File: src/rtl/fifo_sync_ext_pkg.sv
// Shared FIFO definitions: read-mode encodings used by every FIFO variant.
package fifo_defs;

    typedef enum logic {
        FIFO_MODE_LATE = 1'b0,
        FIFO_MODE_FWFT = 1'b1
    } fifo_mode_e;

endpackage

File: src/rtl/fifo_sync_ext_ram_blk_dp.sv
// Simple dual-port block RAM: one write port, one registered read port.
module ram_blk_dp #(
    parameter int unsigned ADDRWIDTH = 5,
    parameter int unsigned DATAWIDTH = 18
) (
    input  logic                 clk,
    input  logic [DATAWIDTH-1:0] wr_data,
    input  logic [ADDRWIDTH-1:0] wr_addr,
    input  logic                 we,
    input  logic [ADDRWIDTH-1:0] rd_addr,
    output logic [DATAWIDTH-1:0] rd_data
);

    logic [DATAWIDTH-1:0] mem [2**ADDRWIDTH];

    // Same-address read during a write returns the old contents.
    always_ff @(posedge clk) begin
        if (we) begin
            mem[wr_addr] <= wr_data;
        end
        rd_data <= mem[rd_addr];
    end

endmodule

File: src/rtl/fifo_sync_ext.sv
// Single-clock FIFO with late or first-word-fall-through read, flush,
// occupancy/almost flags and drop-on-overflow / ignore-on-underflow.
module fifo_sync_ext
    import fifo_defs::*;
#(
    parameter int unsigned ADDRWIDTH = 5,
    parameter int unsigned DATAWIDTH = 18,
    parameter int unsigned SLOP      = 4,
    parameter int unsigned AE_LEVEL  = 2,
    parameter fifo_mode_e  MODE      = FIFO_MODE_FWFT
) (
    input  logic                 clk,
    input  logic                 reset,
    input  logic                 clr,
    input  logic [DATAWIDTH-1:0] wr_data,
    input  logic                 we,
    output logic                 ns_full,
    output logic                 full,
    output logic                 ovf,
    output logic [DATAWIDTH-1:0] rd_data,
    input  logic                 re,
    output logic                 ne,
    output logic                 aempty,
    output logic                 unf,
    output logic [ADDRWIDTH:0]   level
);

    localparam int unsigned LW    = ADDRWIDTH + 1;
    localparam int unsigned DEPTH = 2**ADDRWIDTH;
    localparam bit          FWFT  = (MODE == FIFO_MODE_FWFT);

    logic [ADDRWIDTH-1:0] wr_addr;
    logic [ADDRWIDTH-1:0] rd_addr;
    logic [ADDRWIDTH-1:0] rd_addr_nx;
    logic [ADDRWIDTH-1:0] ram_rd_addr;
    logic [ADDRWIDTH:0]   level_nx;
    logic [ADDRWIDTH:0]   rd_cnt;
    logic                 wr_ok;
    logic                 pop;
    logic                 wr_d1;
    logic [DATAWIDTH-1:0] ram_q;
    logic [DATAWIDTH-1:0] fwft_q;

    always_comb begin
        wr_ok      = we && !clr && !reset && (level != LW'(DEPTH));
        pop        = re && ne && !clr && !reset;
        level_nx   = (reset || clr) ? '0 : level + LW'(wr_ok) - LW'(pop);
        rd_addr_nx = (reset || clr) ? '0 : rd_addr + ADDRWIDTH'(pop);
        ns_full    = (level_nx >= LW'(DEPTH - SLOP));
        // FWFT prefetches the upcoming head; late mode reads the word being
        // popped so it lands on rd_data one cycle after re.
        ram_rd_addr = FWFT ? rd_addr_nx : rd_addr;
    end

    ram_blk_dp #(
        .ADDRWIDTH(ADDRWIDTH),
        .DATAWIDTH(DATAWIDTH)
    ) u_ram (
        .clk    (clk),
        .wr_data(wr_data),
        .wr_addr(wr_addr),
        .we     (wr_ok),
        .rd_addr(ram_rd_addr),
        .rd_data(ram_q)
    );

    assign ne      = (rd_cnt != '0);
    assign rd_data = FWFT ? (ne ? ram_q : fwft_q) : ram_q;

    // rd_cnt lags level by the RAM write plus registered read (wr_d1 stage).
    always_ff @(posedge clk) begin
        if (reset || clr) begin
            wr_addr <= '0;
            rd_addr <= '0;
            level   <= '0;
            rd_cnt  <= '0;
            wr_d1   <= 1'b0;
            full    <= 1'b0;
            ovf     <= 1'b0;
            unf     <= 1'b0;
            aempty  <= 1'b1;
            fwft_q  <= '0;
        end else begin
            wr_addr <= wr_addr + ADDRWIDTH'(wr_ok);
            rd_addr <= rd_addr_nx;
            level   <= level_nx;
            rd_cnt  <= rd_cnt + LW'(wr_d1) - LW'(pop);
            wr_d1   <= wr_ok;
            full    <= ns_full;
            aempty  <= (level_nx <= LW'(AE_LEVEL));
            if (we && level == LW'(DEPTH)) begin
                ovf <= 1'b1;
            end
            if (re && !ne) begin
                unf <= 1'b1;
            end
            if (ne) begin
                fwft_q <= ram_q;
            end
        end
    end

endmodule
File: config.mk
export PLATFORM = sky130hd
export DESIGN_NAME = fifo_sync_ext
export DESIGN_NICKNAME = d
export VERILOG_FILES = /design/src/rtl/fifo_sync_ext_pkg.sv /design/src/rtl/fifo_sync_ext_ram_blk_dp.sv /design/src/rtl/fifo_sync_ext.sv
export SDC_FILE = /design/constraint.sdc
export NUM_CORES = 1
export LEC_CHECK = 0
export CAP_MARGIN = 20
export CORE_MARGIN = 4
export CORE_UTILIZATION = 45
export CTS_CLUSTER_DIAMETER = 60
export DETAILED_ROUTE_END_ITERATION = 8
export PLACE_DENSITY = 0.59
export SLEW_MARGIN = 20
export SYNTH_ARGS = -nofsm -noshare
export SYNTH_HDL_FRONTEND = slang
export SYNTH_SLANG_ARGS = --single-unit
File: constraint.sdc
create_clock -name clk -period 4.15 [get_ports clk]
set_input_delay 0.6225 -clock clk [delete_from_list [all_inputs] [get_ports clk]]
set_output_delay 0.6225 -clock clk [all_outputs]
set_load 0.02 [all_outputs]
After elaboration in Yosys (flattened, before gate mapping)
Memory sizes are Yosys's and may differ from the RTL's. A register that Yosys moved wholly into a read port is not among the register bits.
Index checks and enable logic that the tools add are counted.
W data, S select, Z words.
- reduce and logical (&&, ||, !) cells: 13
- mux-type cells: 5
- equality and inequality tests: 2
- magnitude comparators: 2
- $add $sub $neg: 6
- operators with widths (kind ; count):
    $mux W18 ; 1
    $add A6 B1 Y6 ; 2
    $sub A6 B1 Y6 ; 2
    $add A5 B1 Y5 ; 2
    $logic_and A1 B1 Y1 ; 8
    $eq A6 B6 Y1 const B ; 1
    $ge A6 B5 Y1 const B ; 1
    $le A6 B2 Y1 const B ; 1
    $mux W6 ; 1
    $ne A6 B6 Y1 const B ; 1
    $reduce_bool A6 Y1 ; 1
    $mux W5 ; 1
    $logic_not A1 Y1 ; 3
    $mux W1 ; 2
    $logic_or A1 B1 Y1 ; 1
- memories kept: 1
- logic and storage cells: 39
- bits of input ports: 23
- flip-flop bits (word level): 45
- RAM bits: 576
- memories (name ; words ; width ; read ports ; clocked after Yosys merged registers in ; wr ports ; line ; text):
    u_ram.mem ; 32 ; 18 ; 1 ; 1 ; 1 ; fifo_sync_ext_ram_blk_dp.sv:14 ; logic [DATAWIDTH-1:0] mem [2**ADDRWIDTH];

Logic depth before layout (Yosys ltp)
Gate-level depths: netlist of the first run.
- depth in word-level cells: 8
- mapped depth: 18
- gate-level depth less buffers: 16

Hierarchy
A second synthesis of the first run with hierarchy kept.
- cell total of the unflattened synthesis: 1531
- area total of the unflattened synthesis: 25170.4 um^2
- modules (own cells, without submodules) (module ; cells each ; seq. area each (um^2) ; area an instance (um^2) ; instances):
    ram_blk_dp ; 1278 ; 17656.9 ; 23050.9 ; 1
    fifo_sync_ext ; 253 ; 900.9 ; 2119.5 ; 1

Worst setup path after synthesis of the first run
OpenSTA, ideal clock, no wires.
- kind: reg-to-output
- start: register rd_cnt[2]
- end: output ns_full
- path slack: 0.674 ns
- required time: 3.527 ns
- stages on the path, launching flop included: 18
- arrival time: 2.853 ns
- cells stage by stage: dfxtp_1 -> inv_1 -> ha_1 -> and3_1 -> inv_1 -> clkbuf_1 -> nand2_1 -> xnor2_1 -> nor2_1 -> ha_1 -> inv_1 -> fa_1 -> inv_1 -> a21oi_1 -> o21bai_1 -> xnor2_1 -> nor2_1 -> a31o_2
- word-level cells in the longest chain between the ends: 7
- RTL lines (what ; line ; text):
    start, declared ; fifo_sync_ext.sv:37 ; logic [ADDRWIDTH:0] rd_cnt;
    start signal, assigned ; fifo_sync_ext.sv:87 ; rd_cnt <= rd_cnt + LW'(wr_d1) - LW'(pop);
    $reduce_bool A6 Y1 ; fifo_sync_ext.sv:67 ; assign ne = (rd_cnt != '0);
    via ne ; fifo_sync_ext.sv:22 ; output logic ne,
    $logic_and A1 B1 Y1 (3 in series) ; fifo_sync_ext.sv:46 ; pop = re && ne && !clr && !reset;
    $sub A6 B1 Y6 ; fifo_sync_ext.sv:47 ; level_nx = (reset || clr) ? '0 : level + LW'(wr_ok) - LW'(pop);
    $mux W6 ; fifo_sync_ext.sv:47 ;
    $ge A6 B5 Y1 ; fifo_sync_ext.sv:49 ; ns_full = (level_nx >= LW'(DEPTH - SLOP));
    end, declared ; fifo_sync_ext.sv:17 ; output logic ns_full,
The timed path passes the listed nets, and every way through them passes these cells.

Worst setup path after layout of the first run
- start: register level[3]
- end: output ns_full
- word-level cells in the longest chain between the ends: 6
- RTL lines (what ; line ; text):
    start, declared ; fifo_sync_ext.sv:25 ; output logic [ADDRWIDTH:0] level
    start signal, assigned ; fifo_sync_ext.sv:86 ; level <= level_nx;
    $ne A6 B6 Y1 ; fifo_sync_ext.sv:45 ; wr_ok = we && !clr && !reset && (level != LW'(DEPTH));
    $logic_and A1 B1 Y1 ; fifo_sync_ext.sv:45 ;
    $add A6 B1 Y6 * ; fifo_sync_ext.sv:47 ;
    $sub A6 B1 Y6 * ; fifo_sync_ext.sv:47 ;
    $mux W6 * ; fifo_sync_ext.sv:47 ;
    $ge A6 B5 Y1 * ; fifo_sync_ext.sv:49 ;
Every way passes the cells marked *; elsewhere a longest branch is shown, timed or not.

==> out/metrics.sh, run 1 <==
STATUS='finished, final reports clean'
MAXCAPVIOLATIONS=0
DPL-INSTANCE-AREA_MM2=0.02673
TRITONCTS='done'
TIMING.SLEW.HEADROOM_PCT=31.56
CTS-ROOT-BUF='sky130_fd_sc_hd__clkbuf_16'
YOSYS.CELL_TYPES.COUNT=49
CTS-BUFFERS-INSERTED=67
DP.FINAL_HPWL_MM=36.51
ROUTEDWLPERCELL_UM=25.26
DRT-VIAS-PER-INSTANCE=5.798
WORST-SLEW-PIN-TRANSITION_NS=1.023
ENDPOINT_KIND='output pin'
CELL_WITH_THE_MOST_INSTANCES_AFTER_SYNTHESIS='sky130_fd_sc_hd__edfxtp_1'
DIE-WIDTH_UM=242.6
FILLERS=4279
WORST_HOLD_PATH_CLASS='reg2reg'
DETAIL_ROUTE.ITER0.VIOLATIONS=1031
SYNTH_WARNINGS=0
PEAK_VDD_IR_mV=0.2651
WORSTPATHARRIVAL_NS=3.36
DRTPASS1ITERATIONS=5
P_PER_AREA_mW_PER_MM2=464.9
SYN_TO_FINAL_GROWTH_PCT=16.33
GRT_REMAINING_OVERFLOW=0
WHS_NS=0.4724
FINAL_SUM_OF_NEGATIVE_SETUP_SLACK_NS=0
WORST_R2R_PATH_DEPTH=14
SYNTHARSTFLOPSHARE_PCT=0
FINAL_MIN_PERIOD_OVER_CLOCK_PERIOD_PCT=95.93
CRITICAL_PATH_DEPTH=15
POWER_LEAKAGE_nW=9.505
NETLIST_TOP_CELLS_COUNT='576 x sky130_fd_sc_hd__edfxtp_1, 219 x sky130_fd_sc_hd__nand2_1, 78 x sky130_fd_sc_hd__mux4_2, 73 x sky130_fd_sc_hd__nand3_1, 63 x sky130_fd_sc_hd__dfxtp_1'
START_UTIL_PCT=45.74
DIE_H_UM=242.6
POST_SYNTH_MAIN_AREA_CONTRIBUTORS='sky130_fd_sc_hd__edfxtp_1 70%, sky130_fd_sc_hd__mux4_2 7.1%, sky130_fd_sc_hd__dfxtp_1 5.1%, sky130_fd_sc_hd__nand2_1 3.3%, sky130_fd_sc_hd__nand3_1 1.5%'
CRIT_PATH_TOP_DELAY_CELL='sky130_fd_sc_hd__dfxtp_2'
GRT_PASS1_VIAS=13850
FIRST_PASS_GRT_WIRE_LENGTH_MM=89.53
YS.FLOP_TYPE='sky130_fd_sc_hd__edfxtp_1'
CLK_PIN_SLEW_WORST_PATHS_NS=0.06
SETUP-VIOLATIONS-FINAL=0
ROWS=85
FMAX_MHz=251.2
ANT_NETS=0
NUM-NETS-FINAL=1666
TOTAL_NON_FILLER_CELL_AREA_IN_THE_FINISHED_LAYOUT_MM2=0.02881
SYNTH.NET_COUNT=1520
CTS-HOLD-FIX-BUFFERS=0
CPPEAKSTAGEDELAY_NS=0.33
HOLD-PATH-CELL-COUNT=2
MULTI_INPUT_AREA_MM2=0.005781
TIMING.SETUP.CRITICAL_PATH_CLASS='reg2out'
NUMBER_OF_ANTENNA_VIOLATIONS_AT_THE_FIRST_CHECK_IN_GLOBAL_ROUTING=1
FF_LATCH_AREA_MM2=0.01856
POST_ROUTE_CELLS_DRIVE_ABOVE_1_SHARE_PCT=21.80
TIMING.FINAL.HOLD_VIOLATIONS=0
BUFFERING_STAGE_COUNT_ON_THE_WORST_PATH_WITH_INVERTERS_INCLUDED=4
CRIT_PATH_CELL_TRACE='inv_2 > ha_2 > nor4bb_4 > buf_4 > nand2b_4 > buf_4 > nand2_1 > ha_1 > a21o_1 > a21oi_2 > o21bai_1 > a21oi_1 > mux2i_1 > a31o_2 > buf_4'
TIMING.CRITICAL_PATH.FROM_TYPE='flop'
POST_ROUTE_MINIMUM_PERIOD_NS=3.981
CRITPATHTOPFAMILY='compound AO/OA/AOI/OAI gates'
SYNTH_SEQ_AREA_SHARE_PCT=74.94
ROUTABILITYCONGESTION=0.8351
FP.DIEAREA_MM2=0.05885
NETLIST_AREA_MM2=0.02476
FIN_WORST_SKEW_NS=0.01628
WORSTPATHMAXFANOUT=4
SYNTHCELLS=1477
IO_PINS=53
DRT-TOTAL-WL_MM=59.89
POST-ROUTE-UTIL_PCT=53.21
NUMBER_OF_ENABLE_FLIP_FLOP_CELLS_AFTER_SYNTHESIS=576
HTREEDEPTH=3
PORT_BUFFERS=52
FINALMAXSLEWVIOLATIONS=0
NETLIST.TOP_CELL.BY_AREA='sky130_fd_sc_hd__edfxtp_1'
CTS_MAX_PATH_BUFFERS=3
REGISTER_BIT_COUNT_REPORTED_BY_YOSYS=639
GRT_START_MAX_NET_PINS=67
CPMOSTUSEDCELL='sky130_fd_sc_hd__buf_4'
PLACEABLECOREAREA_MM2=0.05413
POSTSYNTHAREAPERCELL_UM2=16.77
DR_TOTAL_VIAS=13750
TIMING.CRITICAL_PATH.REQUIRED_NS=3.53
CLK_LATENCY_NS=0.60
GRT_USE_TOTAL_PCT=20.30
DRC=0
SYNTH_LARGEST_TYPE_AREA_FRACTION_PCT=69.85
CTS.SINKS=639
## flip-flops by register name, indices dropped and copies added, names as in the netlist, 5 cells and up
register / count
level: 6
rd_cnt: 6
u_ram.rd_data: 18
rd_addr: 5
wr_addr: 5
fwft_q: 18
u_ram.mem: 576
## what timing repair did
item / in CTS / in global routing
buffers inserted: 2 / 4
pin swaps: 4 / 9
setup endpoints to repair: 1 / 1
resized for setup: 13 / 5
## layout by cell type, fill, tap and decap left out, types with 3 or more instances in the layout
cell                                n
sky130_fd_sc_hd__nor2_2            36
sky130_fd_sc_hd__bufinv_16          4
sky130_fd_sc_hd__clkinv_2          10
sky130_fd_sc_hd__nor2_1            22
sky130_fd_sc_hd__a21oi_1           20
sky130_fd_sc_hd__a311o_1           11
sky130_fd_sc_hd__o21bai_1           3
sky130_fd_sc_hd__o21ai_0            6
sky130_fd_sc_hd__inv_2              4
sky130_fd_sc_hd__mux2i_1           23
sky130_fd_sc_hd__a22oi_1           38
sky130_fd_sc_hd__dfxtp_1           61
sky130_fd_sc_hd__xor2_1             8
sky130_fd_sc_hd__and2_1            22
sky130_fd_sc_hd__buf_2             15
sky130_fd_sc_hd__o21ai_1            5
sky130_fd_sc_hd__buf_12            12
sky130_fd_sc_hd__a22o_1            11
sky130_fd_sc_hd__mux4_2            78
sky130_fd_sc_hd__and3_1             8
sky130_fd_sc_hd__o2111ai_1         11
sky130_fd_sc_hd__ha_1              15
sky130_fd_sc_hd__nand2_1          218
sky130_fd_sc_hd__buf_4            102
sky130_fd_sc_hd__o221a_2            7
sky130_fd_sc_hd__xnor2_1            7
sky130_fd_sc_hd__clkbuf_16         67
sky130_fd_sc_hd__nand3_1           73
sky130_fd_sc_hd__nand3b_1           5
sky130_fd_sc_hd__o221ai_1          22
sky130_fd_sc_hd__o22ai_1           11
sky130_fd_sc_hd__edfxtp_1         576
sky130_fd_sc_hd__clkbuf_1          19
sky130_fd_sc_hd__a32oi_1           11
sky130_fd_sc_hd__inv_1             16
sky130_fd_sc_hd__o221a_1           15
sky130_fd_sc_hd__clkdlybuf4s50_1   36
sky130_fd_sc_hd__clkinv_1          10
sky130_fd_sc_hd__a31oi_1           18
sky130_fd_sc_hd__inv_6              6
## through the flow
stage | total power [W] | instances | setup WS, ns
after global placement | 0.007846 | 2244 | -0.07058
after CTS | 0.01353 | 2366 | 0.01121
after global routing | 0.01384 | 2370 | -0.04986
after detailed placement | 0.007856 | 2244 | -0.1957
after floorplan | 0.007528 | 1477 | 0.6742
final | 0.01339 | 2371 | 0.1690
## cells by family after synthesis
family / Yosys count / synth area share (%)
adder cells (fa/ha/maj): 20 / 1.071
buffers and inverters: 110 / 2.304
flip-flops: 639 / 74.94
AO/OA/AOI/OAI: 195 / 6.164
AND/OR/NAND/NOR: 397 / 6.963
XOR/XNOR: 15 / 0.5306
multiplexers: 101 / 8.024
## area by class of cell
class,count,area share [%]
clock buffer,87,6.116
multi-input combinational,728,20.07
clock inverter,33,1.029
antenna,1,0.008687
tap,696,3.023
timing repair buffer,165,5.004
inverter,22,0.3214
sequential,639,64.43
## worst paths after layout
check / slack, ns / from / to
setup reg to reg: 0.64 / rd_cnt[2] / u_ram.rd_data[1]
hold reg to reg: 0.47 / unf / unf
setup / recovery: 0.17 / level[3] / ns_full
hold / removal: 0.47 / unf / unf
## report_power, final
part / switching, W / internal (W)
Sequential: 0.0000186 / 0.00704
Clock: 0.00241 / 0.00327
Combinational: 0.000395 / 0.000253
Total: 0.00283 / 0.0106
## metal layers
metal	GRT usage (%)	wire (um)
met1	27.68	25480
met4	6.298	1467
met2	33.18	29170
met3	4.282	3781
met5	0	0
## tightest hold or removal path, cell delays in order (launching register included)
cell                      delay (ns)
sky130_fd_sc_hd__dfxtp_1        0.33
sky130_fd_sc_hd__a21oi_1        0.04
sky130_fd_sc_hd__nor2_1         0.07
Note: power is estimated with default switching activity, not from simulation.
==> run 2, diff against run 1 <==
CTS_CLUSTER_DIAMETER = 120   (was 60)
==> out/metrics.sh, run 2 (synthesized netlist as in run 1, its figures left out) <==
STATUS='finished, final reports clean'
SETUP_SLACK_NS=0.1711
FILLERS=4276
DIE-WIDTH_UM=242.6
MAXCAPVIOLATIONS=0
HOLD-PATH-CELL-COUNT=2
IO_PINS=53
DETAIL_ROUTE.ITER0.VIOLATIONS=1074
WORST-SLEW-PIN-TRANSITION_NS=1.011
BIGGESTREGSBYFLOPS='u_ram.mem (576), fwft_q (18), u_ram.rd_data (18)'
POST_ROUTE_MINIMUM_PERIOD_NS=3.979
SETUP-VIOLATIONS-FINAL=0
FINAL_SUM_OF_NEGATIVE_SETUP_SLACK_NS=0
ANT_NETS=0
TIMING.CRITICAL_PATH.REQUIRED_NS=3.53
LARGEST_REGISTER_FF_COUNT=576
P_PER_AREA_mW_PER_MM2=469.5
PLACEDCELLCOUNT=2244
POST-ROUTE-UTIL_PCT=53.36
WORSTREG2REGEND='u_ram.rd_data[1]'
LAYOUT.CELLS.NON_FILLER=2370
DRC=0
HTREEDEPTH=3
TIMING.CRITICAL_PATH.FROM_TYPE='flop'
TRITONCTS='done'
TIMING.SETUP.CRITICAL_PATH_CLASS='reg2out'
LARGEST-REGISTER='u_ram.mem'
FIN_WORST_SKEW_NS=0.02274
GRT_START_MAX_NET_PINS=67
TIMING.FINAL.HOLD_VIOLATIONS=0
DRTPASS1ITERATIONS=5
SYN_TO_FINAL_GROWTH_PCT=16.65
PEAK_VDD_IR_mV=0.2571
WORSTPATHARRIVAL_NS=3.36
DP_SLACK_NS=-0.1957
CTS.SINKS=639
CTS-ROOT-BUF='sky130_fd_sc_hd__clkbuf_16'
WORST-R2R-SETUP-SLACK_NS=0.64
DRT-TOTAL-WL_MM=59.78
FINAL_MIN_PERIOD_OVER_CLOCK_PERIOD_PCT=95.88
CLK_PIN_SLEW_WORST_PATHS_NS=0.06
POST_ROUTE_CELLS_DRIVE_ABOVE_1_SHARE_PCT=21.76
ROWS=85
DRT-VIAS-PER-INSTANCE=5.824
START_UTIL_PCT=45.74
WORST_R2R_STARTPOINT='rd_cnt[4]'
ROUTABILITYCONGESTION=0.8351
HOLDPATHEND='unf'
DR_TOTAL_VIAS=13800
GRT_PASS1_VIAS=13800
WORSTPATHMAXFANOUT=2
MOST-COMMON-LAYOUT-CELLS='576 x sky130_fd_sc_hd__edfxtp_1, 218 x sky130_fd_sc_hd__nand2_1, 102 x sky130_fd_sc_hd__buf_4, 78 x sky130_fd_sc_hd__mux4_2, 73 x sky130_fd_sc_hd__nand3_1'
GLOBAL_ROUTE.PEAK_USAGE_LAYER='met2'
GRT_USE_TOTAL_PCT=20.28
MOST_FREQUENT_STANDARD_CELL_IN_THE_LAYOUT_EXCLUDING_FILL_AND_TAP_CELLS='sky130_fd_sc_hd__edfxtp_1'
ENDPOINT_KIND='output pin'
FIRST_PASS_GRT_WIRE_LENGTH_MM=89.59
GRT_USE_MET3_PCT=4.183
HOLD_START='unf'
ROUTEDWLPERCELL_UM=25.22
MET2_USAGE_PCT=33.15
DP.FINAL_HPWL_MM=36.51
TIMING.SLEW.HEADROOM_PCT=32.37
FINALMAXSLEWVIOLATIONS=0
CTS-BUFFERS-INSERTED=66
NUM-NETS-FINAL=1665
PORT_BUFFERS=52
NUMBER_OF_ANTENNA_VIOLATIONS_AT_THE_FIRST_CHECK_IN_GLOBAL_ROUTING=1
CTS_MAX_PATH_BUFFERS=3
WORST_HOLD_PATH_CLASS='reg2reg'
GLOBALROUTEMET1UTIL_PCT=27.88
TOTALPOWERFINAL_W=0.01356
POWER_LEAKAGE_nW=9.534
GRT_REMAINING_OVERFLOW=0
CLK_LATENCY_NS=0.59
FP.DIEAREA_MM2=0.05885
PLACEABLECOREAREA_MM2=0.05413
WORST_R2R_PATH_DEPTH=14
FMAX_MHz=251.3
DIE_H_UM=242.6
-- run 2: changes by cell type in the layout (fill, tap and decap cells not counted) --
| cell | before | now |
|---|---|---|
| sky130_fd_sc_hd__clkinv_8 | 0 | 1 |
| sky130_fd_sc_hd__clkinv_1 | 10 | 9 |
| sky130_fd_sc_hd__clkbuf_1 | 19 | 20 |
| sky130_fd_sc_hd__clkinv_2 | 10 | 8 |
| sky130_fd_sc_hd__inv_6 | 6 | 4 |
| sky130_fd_sc_hd__inv_16 | 1 | 0 |
| sky130_fd_sc_hd__clkinv_16 | 0 | 1 |
| sky130_fd_sc_hd__clkinv_4 | 1 | 0 |
| sky130_fd_sc_hd__bufinv_16 | 4 | 7 |
-- run 2: critical path, cell delays in order (launching register included) --
cell and delay, ns:
sky130_fd_sc_hd__dfxtp_2 0.33, sky130_fd_sc_hd__inv_2 0.05, sky130_fd_sc_hd__ha_2 0.15, sky130_fd_sc_hd__nor4bb_4 0.26
sky130_fd_sc_hd__buf_4 0.16, sky130_fd_sc_hd__nand2b_4 0.12, sky130_fd_sc_hd__xnor2_1 0.07, sky130_fd_sc_hd__nor2_2 0.13
sky130_fd_sc_hd__ha_2 0.20, sky130_fd_sc_hd__inv_1 0.05, sky130_fd_sc_hd__fa_2 0.34, sky130_fd_sc_hd__inv_1 0.06
sky130_fd_sc_hd__a21oi_1 0.06, sky130_fd_sc_hd__o21bai_1 0.18, sky130_fd_sc_hd__xnor2_1 0.16, sky130_fd_sc_hd__nor2_2 0.06
sky130_fd_sc_hd__a31o_2 0.21, sky130_fd_sc_hd__buf_4 0.15
-- run 2: layout make-up --
cell class | count | area [um2] | area share, %
Inverter | 22 | 92.59 | 0.3205
Sequential cell | 639 | 18560 | 64.25
Timing Repair Buffer | 165 | 1441 | 4.990
Clock inverter | 31 | 372.9 | 1.291
Multi-Input combinational cell | 728 | 5781 | 20.01
Antenna cell | 1 | 2.502 | 0.008663
Clock buffer | 88 | 1765 | 6.112
Tap cell | 696 | 870.8 | 3.015
-- run 2: through the flow --
step	hold WS, ns	instance area [um2]
floorplan	0.5518	24760
global placement	0.4568	26740
detailed placement	0.4621	26730
global route	0.5104	28880
CTS	0.4779	28910
finish	0.4723	28890
-- run 2: timing repair --
item / CTS / global route
cloned: 0 / 0
setup buffers: 3 / 3
hold buffers: 0 / 0
pin swaps: 4 / 9
endpoints found under the hold margin: 0 / 0
resized for setup: 13 / 5
setup endpoints to repair: 1 / 1
-- run 2: worst max path at each step --
| stage | startpoint | to | slack (ns) | depth (start not counted) |
|---|---|---|---|---|
| after CTS | level[4] | ns_full | 0.008 | 17 |
| after global placement | clr | ns_full | -0.07 | 13 |
| after detailed placement | clr | ns_full | -0.20 | 13 |
| after floorplan | rd_cnt[2] | ns_full | 0.67 | 17 |
| final | level[3] | ns_full | 0.17 | 17 |
| after global routing | level[2] | ns_full | -0.01 | 17 |
-- run 2: metal layers --
layer	wire (um)	part of all wire, %
met5	0	0
met4	1439	2.4
met3	4194	7.0
met2	29190	49
met1	24960	42
-- run 2: where the power goes --
part | switching, W | internal, W
clock network | 0.00240 | 0.00345
registers | 0.0000184 | 0.00704
logic | 0.000396 | 0.000253
